===== src/rtl/game_sequencer_pkg.sv =====
// Shared game constants, dino_state encodings and FSM state encoding for the
// game sequencer and the pixel renderer.
package game_sequencer_pkg;

  localparam int unsigned COORD_W  = 12;
  localparam int unsigned Y_SUM_W  = COORD_W + 1;
  localparam int unsigned SCORE_W  = 16;
  localparam int unsigned VEL_W    = 8;
  localparam int unsigned LFSR_W   = 16;

  localparam int unsigned GROUND_Y     = 200;
  localparam int unsigned DINO_X       = 40;
  localparam int unsigned SCREEN_W     = 320;
  localparam int unsigned JUMP_V       = 12;
  localparam int unsigned GRAVITY      = 1;
  localparam int unsigned OBS_SPEED    = 3;
  localparam int unsigned HIT_DX       = 14;
  localparam int unsigned HIT_DY       = 16;
  localparam int unsigned ANIM_DIV     = 8;
  localparam int unsigned SCORE_DIV    = 6;
  localparam int unsigned NIGHT_PERIOD = 100;
  localparam int unsigned DEAD_HOLD    = 30;

  localparam int unsigned GROUND_SCREEN_Y = GROUND_Y;
  localparam int unsigned DINO_SCREEN_X   = DINO_X;
  localparam int unsigned SPAWN_X         = SCREEN_W + 32;

  localparam int unsigned ANIM_W  = $clog2(ANIM_DIV);
  localparam int unsigned SDIV_W  = $clog2(SCORE_DIV);
  localparam int unsigned NIGHT_W = $clog2(NIGHT_PERIOD);
  localparam int unsigned HOLD_W  = $clog2(DEAD_HOLD + 1);

  localparam logic [LFSR_W-1:0] LFSR_SEED = 16'hACE1;

  typedef enum logic [1:0] {
    DS_RUN_A = 2'd0,
    DS_RUN_B = 2'd1,
    DS_JUMP  = 2'd2,
    DS_DEAD  = 2'd3
  } dino_state_e;

  typedef enum logic [1:0] {
    ST_IDLE = 2'd0,
    ST_RUN  = 2'd1,
    ST_JUMP = 2'd2,
    ST_DEAD = 2'd3
  } fsm_state_e;

  // Fibonacci LFSR step, taps 16/14/13/11
  function automatic logic [LFSR_W-1:0] lfsr_step(input logic [LFSR_W-1:0] v);
    return {v[LFSR_W-2:0], v[15] ^ v[13] ^ v[12] ^ v[10]};
  endfunction

endpackage


===== src/rtl/game_sequencer_btn_sync_edge.sv =====
// Two-flop synchroniser for an asynchronous button plus a registered
// one-cycle rising-edge pulse.
module game_sequencer_btn_sync_edge (
  input  logic clk,
  input  logic rst_n,
  input  logic btn,
  output logic rise
);

  logic meta;
  logic sync;
  logic sync_prev;

  always_ff @(posedge clk or negedge rst_n) begin
    if (!rst_n) begin
      meta      <= 1'b0;
      sync      <= 1'b0;
      sync_prev <= 1'b0;
      rise      <= 1'b0;
    end else begin
      meta      <= btn;
      sync      <= meta;
      sync_prev <= sync;
      rise      <= sync & ~sync_prev;
    end
  end

endmodule


===== src/rtl/game_sequencer.sv =====
// Frame-rate dino game controller: jump physics, obstacle scrolling, collision,
// score and day/night. Scene outputs change only in the cycle after frame_tick.
module game_sequencer
  import game_sequencer_pkg::*;
(
  input  logic                clk,
  input  logic                rst_n,
  input  logic                frame_tick,
  input  logic                jump_btn,
  output logic [COORD_W-1:0]  dino_y,
  output logic [1:0]          dino_state,
  output logic [COORD_W-1:0]  obstacle_x,
  output logic                night,
  output logic [SCORE_W-1:0]  score,
  output logic                playing
);

  fsm_state_e          state, state_d;
  logic [VEL_W-1:0]    vel, vel_d;
  logic [LFSR_W-1:0]   lfsr, lfsr_d;
  logic [ANIM_W-1:0]   anim_cnt, anim_cnt_d;
  logic [SDIV_W-1:0]   sdiv_cnt, sdiv_cnt_d;
  logic [NIGHT_W-1:0]  night_cnt, night_cnt_d;
  logic [HOLD_W-1:0]   hold_cnt, hold_cnt_d;
  logic                jump_req, jump_req_d;
  logic                jump_rise;

  logic [COORD_W-1:0]  dino_y_d, obstacle_x_d;
  logic [1:0]          dino_state_d;
  logic                night_d, playing_d;
  logic [SCORE_W-1:0]  score_d;

  logic                hit;
  logic                respawn;
  logic signed [Y_SUM_W-1:0] y_sum;

  game_sequencer_btn_sync_edge u_btn (
    .clk   (clk),
    .rst_n (rst_n),
    .btn   (jump_btn),
    .rise  (jump_rise)
  );

  // Collision and motion helpers, all on pre-update values
  assign hit = (obstacle_x > COORD_W'(DINO_X - HIT_DX)) &&
               (obstacle_x < COORD_W'(DINO_X + HIT_DX)) &&
               (dino_y > COORD_W'(GROUND_Y - HIT_DY));
  assign respawn = (obstacle_x <= COORD_W'(OBS_SPEED));
  assign y_sum   = $signed({1'b0, dino_y}) +
                   $signed({{(Y_SUM_W - VEL_W){vel[VEL_W-1]}}, vel});

  always_comb begin
    state_d      = state;
    vel_d        = vel;
    lfsr_d       = lfsr;
    anim_cnt_d   = anim_cnt;
    sdiv_cnt_d   = sdiv_cnt;
    night_cnt_d  = night_cnt;
    hold_cnt_d   = hold_cnt;
    dino_y_d     = dino_y;
    dino_state_d = dino_state;
    obstacle_x_d = obstacle_x;
    night_d      = night;
    score_d      = score;
    playing_d    = playing;
    // A press coinciding with frame_tick is kept for the following frame
    jump_req_d   = frame_tick ? jump_rise : (jump_req | jump_rise);

    if (frame_tick) begin
      case (state)
        ST_IDLE: begin
          if (jump_req) begin
            state_d      = ST_RUN;
            score_d      = '0;
            obstacle_x_d = COORD_W'(SPAWN_X);
            dino_state_d = DS_RUN_A;
            playing_d    = 1'b1;
            anim_cnt_d   = '0;
            sdiv_cnt_d   = '0;
            night_cnt_d  = '0;
          end
        end

        ST_RUN, ST_JUMP: begin
          if (hit) begin
            state_d      = ST_DEAD;
            dino_state_d = DS_DEAD;
            playing_d    = 1'b0;
            hold_cnt_d   = '0;
          end else begin
            lfsr_d       = lfsr_step(lfsr);
            obstacle_x_d = respawn ? COORD_W'(SCREEN_W) + COORD_W'(lfsr[6:0])
                                   : obstacle_x - COORD_W'(OBS_SPEED);

            if (sdiv_cnt == SDIV_W'(SCORE_DIV - 1)) begin
              sdiv_cnt_d = '0;
              if (score != '1) begin
                score_d = score + SCORE_W'(1);
                if (night_cnt == NIGHT_W'(NIGHT_PERIOD - 1)) begin
                  night_cnt_d = '0;
                  night_d     = ~night;
                end else begin
                  night_cnt_d = night_cnt + NIGHT_W'(1);
                end
              end
            end else begin
              sdiv_cnt_d = sdiv_cnt + SDIV_W'(1);
            end

            if (state == ST_RUN) begin
              if (anim_cnt == ANIM_W'(ANIM_DIV - 1)) begin
                anim_cnt_d   = '0;
                dino_state_d = (dino_state == DS_RUN_A) ? DS_RUN_B : DS_RUN_A;
              end else begin
                anim_cnt_d = anim_cnt + ANIM_W'(1);
              end
              if (jump_req) begin
                state_d      = ST_JUMP;
                vel_d        = VEL_W'(0) - VEL_W'(JUMP_V);
                dino_state_d = DS_JUMP;
              end
            end else begin
              vel_d = vel + VEL_W'(GRAVITY);
              if (y_sum >= $signed(Y_SUM_W'(GROUND_Y))) begin
                dino_y_d     = COORD_W'(GROUND_Y);
                vel_d        = '0;
                state_d      = ST_RUN;
                dino_state_d = DS_RUN_A;
                anim_cnt_d   = '0;
              end else if (y_sum[Y_SUM_W-1]) begin
                dino_y_d = '0;
              end else begin
                dino_y_d = y_sum[COORD_W-1:0];
              end
            end
          end
        end

        ST_DEAD: begin
          if (hold_cnt != HOLD_W'(DEAD_HOLD)) begin
            hold_cnt_d = hold_cnt + HOLD_W'(1);
          end else if (jump_req) begin
            state_d      = ST_RUN;
            dino_y_d     = COORD_W'(GROUND_Y);
            vel_d        = '0;
            obstacle_x_d = COORD_W'(SPAWN_X);
            score_d      = '0;
            night_d      = 1'b0;
            dino_state_d = DS_RUN_A;
            playing_d    = 1'b1;
            anim_cnt_d   = '0;
            sdiv_cnt_d   = '0;
            night_cnt_d  = '0;
          end
        end

        default: state_d = ST_IDLE;
      endcase
    end
  end

  always_ff @(posedge clk or negedge rst_n) begin
    if (!rst_n) begin
      state      <= ST_IDLE;
      vel        <= '0;
      lfsr       <= LFSR_SEED;
      anim_cnt   <= '0;
      sdiv_cnt   <= '0;
      night_cnt  <= '0;
      hold_cnt   <= '0;
      jump_req   <= 1'b0;
      dino_y     <= COORD_W'(GROUND_Y);
      dino_state <= DS_RUN_A;
      obstacle_x <= COORD_W'(SPAWN_X);
      night      <= 1'b0;
      score      <= '0;
      playing    <= 1'b0;
    end else begin
      state      <= state_d;
      vel        <= vel_d;
      lfsr       <= lfsr_d;
      anim_cnt   <= anim_cnt_d;
      sdiv_cnt   <= sdiv_cnt_d;
      night_cnt  <= night_cnt_d;
      hold_cnt   <= hold_cnt_d;
      jump_req   <= jump_req_d;
      dino_y     <= dino_y_d;
      dino_state <= dino_state_d;
      obstacle_x <= obstacle_x_d;
      night      <= night_d;
      score      <= score_d;
      playing    <= playing_d;
    end
  end

endmodule


===== config.mk =====
export PLATFORM = sky130hd
export DESIGN_NAME = game_sequencer
export DESIGN_NICKNAME = d
export VERILOG_FILES = /design/src/rtl/game_sequencer_pkg.sv /design/src/rtl/game_sequencer_btn_sync_edge.sv /design/src/rtl/game_sequencer.sv
export SDC_FILE = /design/constraint.sdc
export NUM_CORES = 1
export LEC_CHECK = 0
export ABC_AREA = 1
export ABC_CLOCK_PERIOD_IN_PS = 2750
export BUFFER_PORTS_ARGS = -buffer_cell sky130_fd_sc_hd__buf_4
export CAP_MARGIN = 15
export CORE_ASPECT_RATIO = 1.75
export CORE_UTILIZATION = 55
export CTS_BUF_LIST = sky130_fd_sc_hd__clkbuf_4 sky130_fd_sc_hd__clkbuf_8
export CTS_CLUSTER_DIAMETER = 30
export DETAILED_ROUTE_END_ITERATION = 6
export PLACE_DENSITY = 0.82
export SLEW_MARGIN = 20
export SYNTH_ARGS = -nofsm -noshare
export SYNTH_HDL_FRONTEND = slang
export SYNTH_SLANG_ARGS = --single-unit

===== constraint.sdc =====
create_clock -name clk -period 2.75 [get_ports clk]
set_clock_uncertainty 0.1 [all_clocks]
set_input_delay 0.55 -clock clk [delete_from_list [all_inputs] [get_ports clk]]
set_output_delay 0.55 -clock clk [all_outputs]
set_load 0.05 [all_outputs]

==> out/qor.yml <==
ys_async_sr_fraction: 1.00
fin_ws_ns: 0.219
clk_pin_slew_ns: 0.09
crit_path_max_incr_delay_ns: 0.48
setup.worst_path.start: "vel[7]"
synth_seq_cells: 93
place_area_um2: 6230
port_buffers: 47
syn_to_final_growth_pct: 13.4
totalWireLength_um: 13300
seqPwrFrac: 0.303
dp_hpwl_um: 10200
cts_buffer_depth: 2
fillers: 833
grt_max_degree: 57
power.internal_uw: 3720
crit_required_ns: 2.93
end_kind: "register"
synthFlopType: "dfrtp_1"
ant_nets: 0
drv_cap: 0
ios: 48
r2r_start: "vel[7]"
path_buf_inv: 1
critPathArrivalTime_ns: 2.71
placementRows: 48
routedWlPerCell_um: 14.6
synth_area_um2: 5680
fin_setup_tns_ns: 0
clock-sinks: 93
ctsHtreeMaxLevel: 3
worst_pin_slew_ns: 0.527
syn_area_per_cell_um2: 7.93
critPathTopFamily: "simple AND/OR/NAND/NOR gates"
firstDrtPassIters: 5
grtUsageMet3: 0.0430
viasPerCell: 5.58
grt_pass1_wl_um: 22000
die_w_um: 78.8
root_buffer: "clkbuf_8"
synth.area.top_cells: "dfrtp_1, nand2_1, inv_1, dfstp_2, ha_1"
ys_top_cells_by_count: "nand2_1, inv_1, dfrtp_1"
start_kind: "register"
worst_slew_margin_rel: 0.649
p_leak_uw: 0.00323
fmax_mhz: 395
drcViolationCount: 0
worstSetupEndpoint: "vel[6]"
post-synth-top-count-cell: "nand2_1"
maxSlewViolCount: 0
cts_tree: "built"
place.gp.congestion: 0.943
vias: 5072
synth_top_area_share: 0.348
synth_largest_area_cell: "dfrtp_1"
multi_input_area_um2: 2850
antenna_found_initial: 0
top_usage_layer: "met2"
ff_latch_area_um2: 2340
synthCells: 716
switchingPower_uw: 3840
reg2reg_to: "vel[6]"
ir_worst_vdd_v: 0.000728
pre_cts_slack_ns: 0.100
clockPowerShare: 0.107
synth_edf_count: 0
final_cell_area_um2: 6440
swShare: 0.508
path_cells: "ha_1 -> nand2_1 -> nor2_1 -> nand3_1 -> nand3_1 -> nand2_1 -> nand2_1 -> nand2_1 -> nor2_1 -> nand2_2 -> nand2_4 -> buf_6 -> nand3_1 -> a22oi_1"
hold_viol_final: 0
numCtsBuffers: 9
crit_cells: 14
combinationalPowerShare: 0.591
start_util: 0.569
outcome: "finished clean"
die_h_um: 136
powerDensity_nw_per_um2: 1170
ys_warn_count: 0
seq_area_frac_synth: 0.413
grt-ovfl-total: 0
drt_iter0_markers: 336
grt_usage: 0.263
grt_pass1_vias: 4968
finalNetCount: 808
cp_common_cell: "nand2_1"
drive_above_1_share: 0.180
die-area_um2: 10700
grtUsageMet1: 0.281
rr_worst_depth: 14
path_max_fanout: 8
ys_types: 50
setup.worst_path.class: "reg2reg"
final.min_clock_period_ns: 2.53
insertion_delay_ns: 0.36
cp_slowest_cell: "dfrtp_1"
core_um2: 9970
r2r_slack_ns: 0.22
min_period_over_period: 0.920
n_antenna_cell: 0
grt_use_met2: 0.491
setup_viol_count_final: 0
synth_nets: 745
min_path_type: "in2async"
## kinds of logic (layout without fill, tap and decap cells)
kind of cell | count (synthesis) | after routing | share of synthesized area
buffers and inverters | 122 | 190 | 0.0888
XOR/XNOR | 25 | 25 | 0.0399
flip-flops | 93 | 93 | 0.413
AO/OA/AOI/OAI | 97 | 97 | 0.103
AND/OR/NAND/NOR | 344 | 344 | 0.279
adder cells (fa/ha/maj) | 25 | 25 | 0.0564
multiplexers | 10 | 10 | 0.0198
## cells in the final DEF (no fill, tap or decap), types with 9 or more instances in the layout
master and instances:
xor2_1 19, o21ai_1 11, nand4_1 22, o21ai_0 27, a21oi_1 23, clkbuf_8 9, inv_1 104, nand2_1 160
dfrtp_1 79, nor2_1 64, dfstp_2 14, nor3_1 15, o31ai_1 9, nand3_1 42, buf_4 64, ha_1 23
## what timing repair did
item | 4_1_cts | 5_1_grt
setup buffers | 0 | 2
resized for setup | 0 | 10
endpoints found under the setup margin | 0 | 21
hold buffers | 0 | 0
## power groups by stage
| stage | logic [uW] | clock network (uW) | registers [uW] |
|---|---|---|---|
| 2_1_floorplan | 2750 | 0 | 2740 |
| 3_3_place_gp | 4230 | 0 | 2280 |
| 3_5_place_dp | 4340 | 0 | 2310 |
| 4_1_cts | 4370 | 826 | 2280 |
| 5_1_grt | 4900 | 880 | 2350 |
| 6_report | 4460 | 806 | 2290 |
## cell type report
| type | count | share of cell area |
|---|---|---|
| Timing Repair Buffer | 66 | 0.0795 |
| Clock inverter | 7 | 0.00661 |
| Inverter | 108 | 0.0637 |
| Clock buffer | 9 | 0.0192 |
| Sequential cell | 93 | 0.364 |
| Tap cell | 125 | 0.0243 |
| Multi-Input combinational cell | 501 | 0.442 |
## per-stage QoR
step | power, uW | util | hold WS [ns] | instances
floorplan | 5490 | - | 0.154 | 716
global placement | 6510 | 0.625 | 0.259 | 891
detailed placement | 6650 | 0.625 | 0.247 | 891
CTS | 7480 | 0.642 | 0.0556 | 907
global route | 8120 | 0.646 | 0.0682 | 909
finish | 7560 | 0.646 | 0.0485 | 909
## sequential cells by signal, summed over array words and instances (netlist names), 2 cells and up
name	flops
obstacle_x	12
night_cnt	7
score	16
sdiv_cnt	3
dino_state	2
anim_cnt	3
dino_y	12
vel	8
lfsr	16
hold_cnt	5
state	2
## worst min path at each step
| stage | start | to | slack, ns | cells past startpoint |
|---|---|---|---|---|
| CTS | rst_n | score[3] | 0.06 | 1 |
| detailed placement | u_btn.meta | u_btn.sync | 0.25 | 0 |
| floorplan | rst_n | anim_cnt[0] | 0.15 | 0 |
| global route | rst_n | score[3] | 0.07 | 1 |
| finish | rst_n | score[3] | 0.05 | 1 |
| global placement | u_btn.sync | u_btn.sync_prev | 0.26 | 0 |
## layer usage
layer / share of wire / vias up
li1: - / 2467
met1: 0.38 / 2425
met2: 0.55 / 135
met3: 0.036 / 45
met4: 0.034 / 0
met5: 0 / -
Power figures use the tool's default switching activity.
